==> src/rtl/stream_in.sv <==
`default_nettype none
// ============================================================================
// Module      : stream_in
// Description : Input deserializer for the AES core. Packs four 32-bit words
//               (first word -> bits [127:96]) plus a type bit into a 128-bit
//               block and emits it with a one-cycle vout pulse. A word whose
//               type differs from the block in progress drops the partial
//               block, pulses err and starts a new block.
//               Optional feature macro: STREAM_IN_TIMEOUT_EN -- discards a
//               partial block after TIMEOUT consecutive idle cycles.
// Revision    : 1.0 - initial release
// ============================================================================
module stream_in #(
    parameter int TIMEOUT = 16
) (
    input  logic         clk,
    input  logic         rst,
    input  logic         vin,
    input  logic         tin,
    input  logic [31:0]  din,
    output logic         vout,
    output logic         tout,
    output logic [127:0] dout,
    output logic         err
);

    // Reject an out-of-range timeout at elaboration time.
    if (TIMEOUT < 1 || TIMEOUT > 65535) begin : g_bad_timeout
        $error("stream_in: TIMEOUT must be in 1..65535");
    end

    // Word counter: 0 means no partial block is held.
    logic [1:0]   cnt_q, cnt_d;
    // Only the upper three words are ever stored; the fourth comes from din.
    logic [127:32] acc_q, acc_d;
    logic         btype_q, btype_d;
    logic         vout_q, vout_d;
    logic         tout_q, tout_d;
    logic [127:0] dout_q, dout_d;
    logic         err_q, err_d;

`ifdef STREAM_IN_TIMEOUT_EN
    localparam logic [15:0] C_IDLE_LAST = 16'(TIMEOUT - 1);
    logic [15:0]  idle_q, idle_d;
`endif

    // Next-state logic: word capture, block completion, type check, timeout.
    always_comb begin
        cnt_d   = cnt_q;
        acc_d   = acc_q;
        btype_d = btype_q;
        vout_d  = 1'b0;
        tout_d  = tout_q;
        dout_d  = dout_q;
        err_d   = 1'b0;
`ifdef STREAM_IN_TIMEOUT_EN
        idle_d  = 16'd0;
`endif

        if (vin) begin
            if (cnt_q == 2'd0 || tin != btype_q) begin
                // Start a new block; a type change drops the old partial one.
                err_d          = (cnt_q != 2'd0);
                acc_d[127:96]  = din;
                btype_d        = tin;
                cnt_d          = 2'd1;
            end else begin
                case (cnt_q)
                    2'd1: begin
                        acc_d[95:64] = din;
                        cnt_d        = 2'd2;
                    end
                    2'd2: begin
                        acc_d[63:32] = din;
                        cnt_d        = 2'd3;
                    end
                    default: begin
                        dout_d = {acc_q[127:32], din};
                        tout_d = btype_q;
                        vout_d = 1'b1;
                        cnt_d  = 2'd0;
                    end
                endcase
            end
        end
`ifdef STREAM_IN_TIMEOUT_EN
        else if (cnt_q != 2'd0) begin
            // Idle with a partial block held: count toward expiry.
            if (idle_q == C_IDLE_LAST) begin
                cnt_d  = 2'd0;
                err_d  = 1'b1;
                idle_d = 16'd0;
            end else begin
                idle_d = idle_q + 16'd1;
            end
        end
`endif
    end

    // State and output registers with asynchronous reset.
    always_ff @(posedge clk or posedge rst) begin
        if (rst) begin
            cnt_q   <= 2'd0;
            acc_q   <= '0;
            btype_q <= 1'b0;
            vout_q  <= 1'b0;
            tout_q  <= 1'b0;
            dout_q  <= '0;
            err_q   <= 1'b0;
        end else begin
            cnt_q   <= cnt_d;
            acc_q   <= acc_d;
            btype_q <= btype_d;
            vout_q  <= vout_d;
            tout_q  <= tout_d;
            dout_q  <= dout_d;
            err_q   <= err_d;
        end
    end

`ifdef STREAM_IN_TIMEOUT_EN
    // Idle cycle counter for the partial-block timeout.
    always_ff @(posedge clk or posedge rst) begin
        if (rst) begin
            idle_q <= 16'd0;
        end else begin
            idle_q <= idle_d;
        end
    end
`endif

    assign vout = vout_q;
    assign tout = tout_q;
    assign dout = dout_q;
    assign err  = err_q;

endmodule
`default_nettype wire

==> config.mk <==
export PLATFORM = sky130hd
export DESIGN_NAME = stream_in
export DESIGN_NICKNAME = d
export VERILOG_FILES = /design/src/rtl/stream_in.sv
export SDC_FILE = /design/constraint.sdc
export NUM_CORES = 1
export LEC_CHECK = 0
export CELL_PAD_IN_SITES_DETAIL_PLACEMENT = 1
export CELL_PAD_IN_SITES_GLOBAL_PLACEMENT = 1
export CORE_MARGIN = 1.5
export CORE_UTILIZATION = 29
export DETAILED_ROUTE_END_ITERATION = 12
export DONT_BUFFER_PORTS = 1
export HOLD_SLACK_MARGIN = 0.03
export PLACE_DENSITY_LB_ADDON = 0.1
export SYNTH_ARGS = -nofsm -noshare
export SYNTH_HDL_FRONTEND = slang
export SYNTH_SLANG_ARGS = --single-unit
==> constraint.sdc <==
create_clock -name clk -period 9 [get_ports clk]
set_input_delay 2.7 -clock clk [delete_from_list [all_inputs] [get_ports clk]]
set_output_delay 2.7 -clock clk [all_outputs]
set_load 0.05 [all_outputs]
==> results of run 1 <==
## placed cells by master (no fill, tap or decap), drive strengths merged, types with 2 or more instances in the layout
master,count
ha,4
and3,2
inv,2
dfrtp,230
clkbuf,40
mux2,226
o21ai,2
buf,5
## per-layer routing
layer / wire length, um / track usage / vias to the layer above
met3: 1890 / 0.0509 / 23
met4: 301 / 0.0328 / 0
met1: 7570 / 0.154 / 2266
met5: 0 / 0 / -
li1: - / - / 1776
met2: 8450 / 0.190 / 131
## worst reg2reg max path: cells and delay by family, from the launching register on
kind	cells	cell delay [ns]
adders and majority gates	1	0.29
buffers and inverters	2	0.84
DFF	1	0.37
muxes	1	0.52
and+or+nand+nor	2	0.37
## cells by family after synthesis
family	count (synthesis)
buffers and inverters	28
XOR/XNOR	2
adder cells (fa/ha/maj)	4
AND/OR/NAND/NOR	7
multiplexers	226
flip-flops	230
AO/OA/AOI/OAI	4
## cell usage after synthesis
master and number:
and3_1 2, buf_2 12, buf_4 1, buf_6 10, clkbuf_1 2, dfrtp_1 230
ha_1 4, inv_1 3, mux2_1 103, mux2_2 123, nand2_1 1, nand2b_1 1
nor2_1 1, nor2b_1 1, nor3_2 1, o21ai_0 1, o21ai_1 1, o31ai_1 1
o32ai_1 1, xnor2_1 1, xor2_1 1
## final timing paths
| check | start | endpoint | slack (ns) | depth (start not counted) |
|---|---|---|---|---|
| worst max register to register | cnt_q[0] | dout[59] | 6.51 | 6 |
| worst max-delay path | tin | dout[59] | 5.01 | 4 |
| worst min-delay path | acc_q[32] | dout[32] | 0.48 | 1 |
| min in group asynchronous | rst | acc_q[60] | 2.32 | 2 |
| max in group asynchronous | rst | acc_q[33] | 5.21 | 3 |
| worst min register to register | acc_q[32] | dout[32] | 0.48 | 1 |
## layout make-up
type	instances	share of cell area
clock buffer	40	0.0799
inverter	3	0.00153
multi-input combinational	243	0.275
timing repair buffer	5	0.00510
tap	384	0.0489
sequential	230	0.586
clock inverter	1	0.00306
## metrics by stage
stage / instances / instance area, um2 / hold WS (ns) / worst slack, ns
global placement: 865 / 9000 / 0.464 / 4.45
floorplan: 501 / 8640 / 0.452 / 3.29
finish: 906 / 9820 / 0.478 / 5.01
CTS: 906 / 9820 / 0.482 / 5.00
global route: 906 / 9820 / 0.501 / 4.90
detailed placement: 865 / 9000 / 0.471 / 4.43
## sequential cells by signal (all words and copies together) (netlist names)
| register | flops |
|---|---|
| acc_q | 96 |
| btype_q | 1 |
| cnt_q | 2 |
| dout | 128 |
| err | 1 |
| tout | 1 |
| vout | 1 |
==> flow_summary_export.csv, run 1 <==
group,metric,value,unit
synthesis,synth_area_leader_cell,"dfrtp_1",
cts,cts_resized,0,
synthesis,yosys.area_share.xor_xnor,0.00203,
routing,detail_route.wl_per_cell,20.1,um
synthesis,synthCells,501,
worst_setup_path,required,9.40,ns
cts,clk_path_buf_depth,3,
layout,utilization,0.338,
cts,cts_tree,"yes",
sta,tightest_slew,1.12,ns
cts,cts_sinks,230,
routing,ant_nets,0,
synthesis,synth_compound_area_frac,0.00304,
placed_design,place_congestion,0.668,
synthesis,synth_fp_nets,541,
floorplan,ios,167,
synthesis,synth_top_area_share,0.666,
synthesis,yosysWarnings,0,
sta,fin_crit,3.99,ns
routing,vias,4196,
placed_design,portBuffers,0,
floorplan,die_h,176,um
worst_hold_path,hp-class,"reg2reg",
synthesis,synth_mux_area_frac,0.295,
sta,setup_tns,0,ns
sta,slew_violations,0,
worst_setup_path,crit_family,"buffers and inverters",
cts,ctsHoldBuffers,0,
synthesis,postSynthAreaPerCell,17.2,um2
sta,fmax,0.251,GHz
cts,clk_pin_slew,0.06,ns
sta,hold_viol_final,0,
layout,area_growth,13.7,%
routing,finalWirelength,18.2,mm
sta,post-route-period-util,0.443,
sta,finalSetupViolCount,0,
layout,register_area,0.00576,mm2
synthesis,ys_ff_latch,230,
worst_setup_path,crit_buf_inv,1,
floorplan,core-area,0.0290,mm2
grt,gr-total-overflow,0,
synthesis,ys_seq_area_frac,0.666,
cts,post_cts.repair.setup_buffers,0,
layout,final_nets,549,
routing,drt_first_pass_iters,3,
worst_setup_path,path_class,"in2reg",
outcome,outcome,"completed",
grt,grt_start_max_net_pins,172,
synthesis,synth_cell_types,21,
floorplan,die-area,0.0308,mm2
grt,antenna_found_initial,0,
worst_setup_path,critPathArrivalTime,4.39,ns
sta,skew,0.00676,ns
floorplan,initial_utilization,0.298,
floorplan,rows,62,
cts,cts_buffers,26,
sta,rsz0062_at_grt,"no",
worst_setup_path,cp_cell_sequence,"xor2_1 > nor3_4 > buf_4 > mux2_2",
grt,grt_pass1_vias,4760,
cts,h-tree-depth,1,
grt,track_usage,0.121,
synthesis,synth_fa_ha_area_frac,0.00580,
layout,nFillCells,2943,
synthesis,synth-simple-area-share,0.00493,
synthesis,synth_top_family_by_area,"multiplexers",
grt,grt_pass1_wl,29.3,mm
layout,drive_above_1_share,0.320,
worst_setup_path,critPathMaxStageDelay,0.75,ns
worst_setup_path,worstSetupStartpointType,"primary input",
flow_run,maxCapViolations,0,
synthesis,ys_top_cells_by_area,"dfrtp_1, mux2_2, mux2_1, buf_6, buf_2",
routing,post-route-drc-count,0,
worst_setup_path,critPathCaptureType,"register",
cts,root_buffer,"clkbuf_16",
synthesis,syn-cell-area,0.00864,mm2
worst_setup_path,slowest_stage,"buf_4",
cts,clkLatencyLatePin,0.51,ns
floorplan,die_x,176,um
sta,slew_headroom,0.252,
worst_setup_path,critPathMaxFanout,71,
routing,drt_iter0_markers,134,
placed_design,place_hpwl,11.3,mm
layout,num_antenna_cells,0,
layout,multi_input_area,0.00270,mm2
routing,viasPerCell,4.63,
Power of run 1 is left out: the tool's default activity adds up to more than one toggle a clock period on the data nets, which glitch-free logic cannot reach.
==> run 2: changes to the inputs <==
Clock period 9 ns to 3.64 ns, I/O delays scaled along.
==> flow_summary_export.csv, run 2 (synthesis results as in run 1) <==
group,metric,value,unit
worst_hold_path,hp-class,"in2async",
sta,rsz0062_at_grt,"no",
sta,post-route-period-util,0.633,
outcome,outcome,"completed",
cts,clk_path_buf_depth,3,
layout,drive_above_1_share,0.339,
placed_design,portBuffers,0,
sta,hold_viol_final,0,
layout,layout.cells.non_filler,915,
worst_setup_path,worstSetupPathDepth,0,
sta,fin_crit,2.31,ns
worst_setup_path,critPathArrivalTime,1.21,ns
layout,area_growth,15.3,%
worst_setup_path,critPathMaxFanout,1,
layout,nFillCells,2954,
worst_setup_path,worstSetupStartpointType,"register",
routing,drt_iter0_markers,122,
grt,antenna_found_initial,0,
cts,cts_buffers,27,
worst_setup_path,ff2ff_setup_slack,1.43,ns
cts,clkLatencyLatePin,0.53,ns
routing,drt_first_pass_iters,4,
cts,post_cts.repair.setup_buffers,0,
worst_setup_path,required,2.55,ns
worst_setup_path,reg2reg_to,"acc_q[84]",
sta,fmax,0.434,GHz
grt,grt_pass1_wl,29.7,mm
floorplan,core-area,0.0290,mm2
placed_design,place_hpwl,12.0,mm
routing,ant_nets,0,
worst_setup_path,critPathCapture,"err",
cts,cts_resized,0,
routing,detail_route.wl_per_cell,20.5,um
grt,track_usage,0.124,
sta,slew_headroom,0.588,
cts,cts_tree,"yes",
worst_setup_path,r2r_cells,6,
placed_design,place_congestion,0.680,
grt,grt_start_max_net_pins,113,
routing,viasPerCell,4.58,
cts,cts_sinks,230,
worst_setup_path,critPathCaptureType,"primary output",
worst_setup_path,crit_start,"err",
floorplan,ios,167,
sta,skew,0.0139,ns
cts,h-tree-depth,1,
grt,gr-total-overflow,0,
routing,post-route-drc-count,0,
cts,clk_pin_slew,0.06,ns
sta,slew_violations,0,
flow_run,maxCapViolations,0,
sta,finalSetupViolCount,0,
worst_setup_path,r2r-start,"cnt_q[0]",
layout,layout.cells.most_common,"dfrtp_1",
cts,root_buffer,"clkbuf_16",
layout,final_cell_mix,"dfrtp_1, mux2_2, mux2_1",
placed_design,dp.cells,869,
layout,final_nets,554,
layout,largest_reg_flops,128,
worst_setup_path,path_class,"reg2out",
routing,vias,4188,
grt,grt_pass1_vias,4817,
sta,worst_slack,1.33,ns
sta,tightest_slew,0.618,ns
floorplan,die_h,176,um
sta,hold_ws,0.434,ns
floorplan,initial_utilization,0.298,
floorplan,die-area,0.0308,mm2
layout,num_antenna_cells,0,
floorplan,die_x,176,um
sta,setup_tns,0,ns
routing,finalWirelength,18.7,mm
floorplan,rows,62,
placed_design,dpl_worst_slack,0.908,ns
cts,ctsHoldBuffers,0,
-- run 2: changes by cell type in the layout (fill, tap and decap cells not counted), sizes merged --
cell	change
buf	+4
clkbuf	-3
clkinv	+6
clkinvlp	+1
inv	+1
-- run 2: final cells by class --
type	instances	area, um2	area share
Clock buffer	37	783	0.0787
Clock inverter	9	80.1	0.00804
Inverter	3	15.0	0.00151
Multi-Input combinational cell	243	2700	0.271
Sequential cell	230	5760	0.578
Tap cell	384	480	0.0482
Timing Repair Buffer	9	143	0.0143
-- run 2: worst register-to-register path, delay by kind of cell, from the launching register on --
kind,cells,cell delay (ns)
adder cells (fa/ha/maj),1,0.29
AND/OR/NAND/NOR,2,0.74
flip-flops,1,0.36
buffers and inverters,2,0.34
multiplexers,1,0.36
-- run 2: per-stage QoR --
stage | util | cell area [um2]
after global routing | 0.343 | 9960
after floorplan | - | 8640
after detailed placement | 0.313 | 9090
after global placement | 0.313 | 9090
after CTS | 0.343 | 9960
final | 0.343 | 9960
-- run 2: routing by layer --
layer,vias up,track usage,share of wire
met1,2238,0.156,0.41
li1,1782,-,-
met4,0,0.0399,0.028
met5,-,0,0
met2,134,0.198,0.47
met3,34,0.0457,0.088
-- run 2: worst min-delay path by stage --
stage | end | start | slack, ns
after CTS | dout[59] | rst | 0.41
after global placement | dout[118] | acc_q[118] | 0.47
after floorplan | acc_q[59] | acc_q[59] | 0.45
after global routing | dout[59] | rst | 0.44
after detailed placement | acc_q[60] | acc_q[60] | 0.47
final | dout[60] | rst | 0.43
Power of run 2 is left out for the same reason.
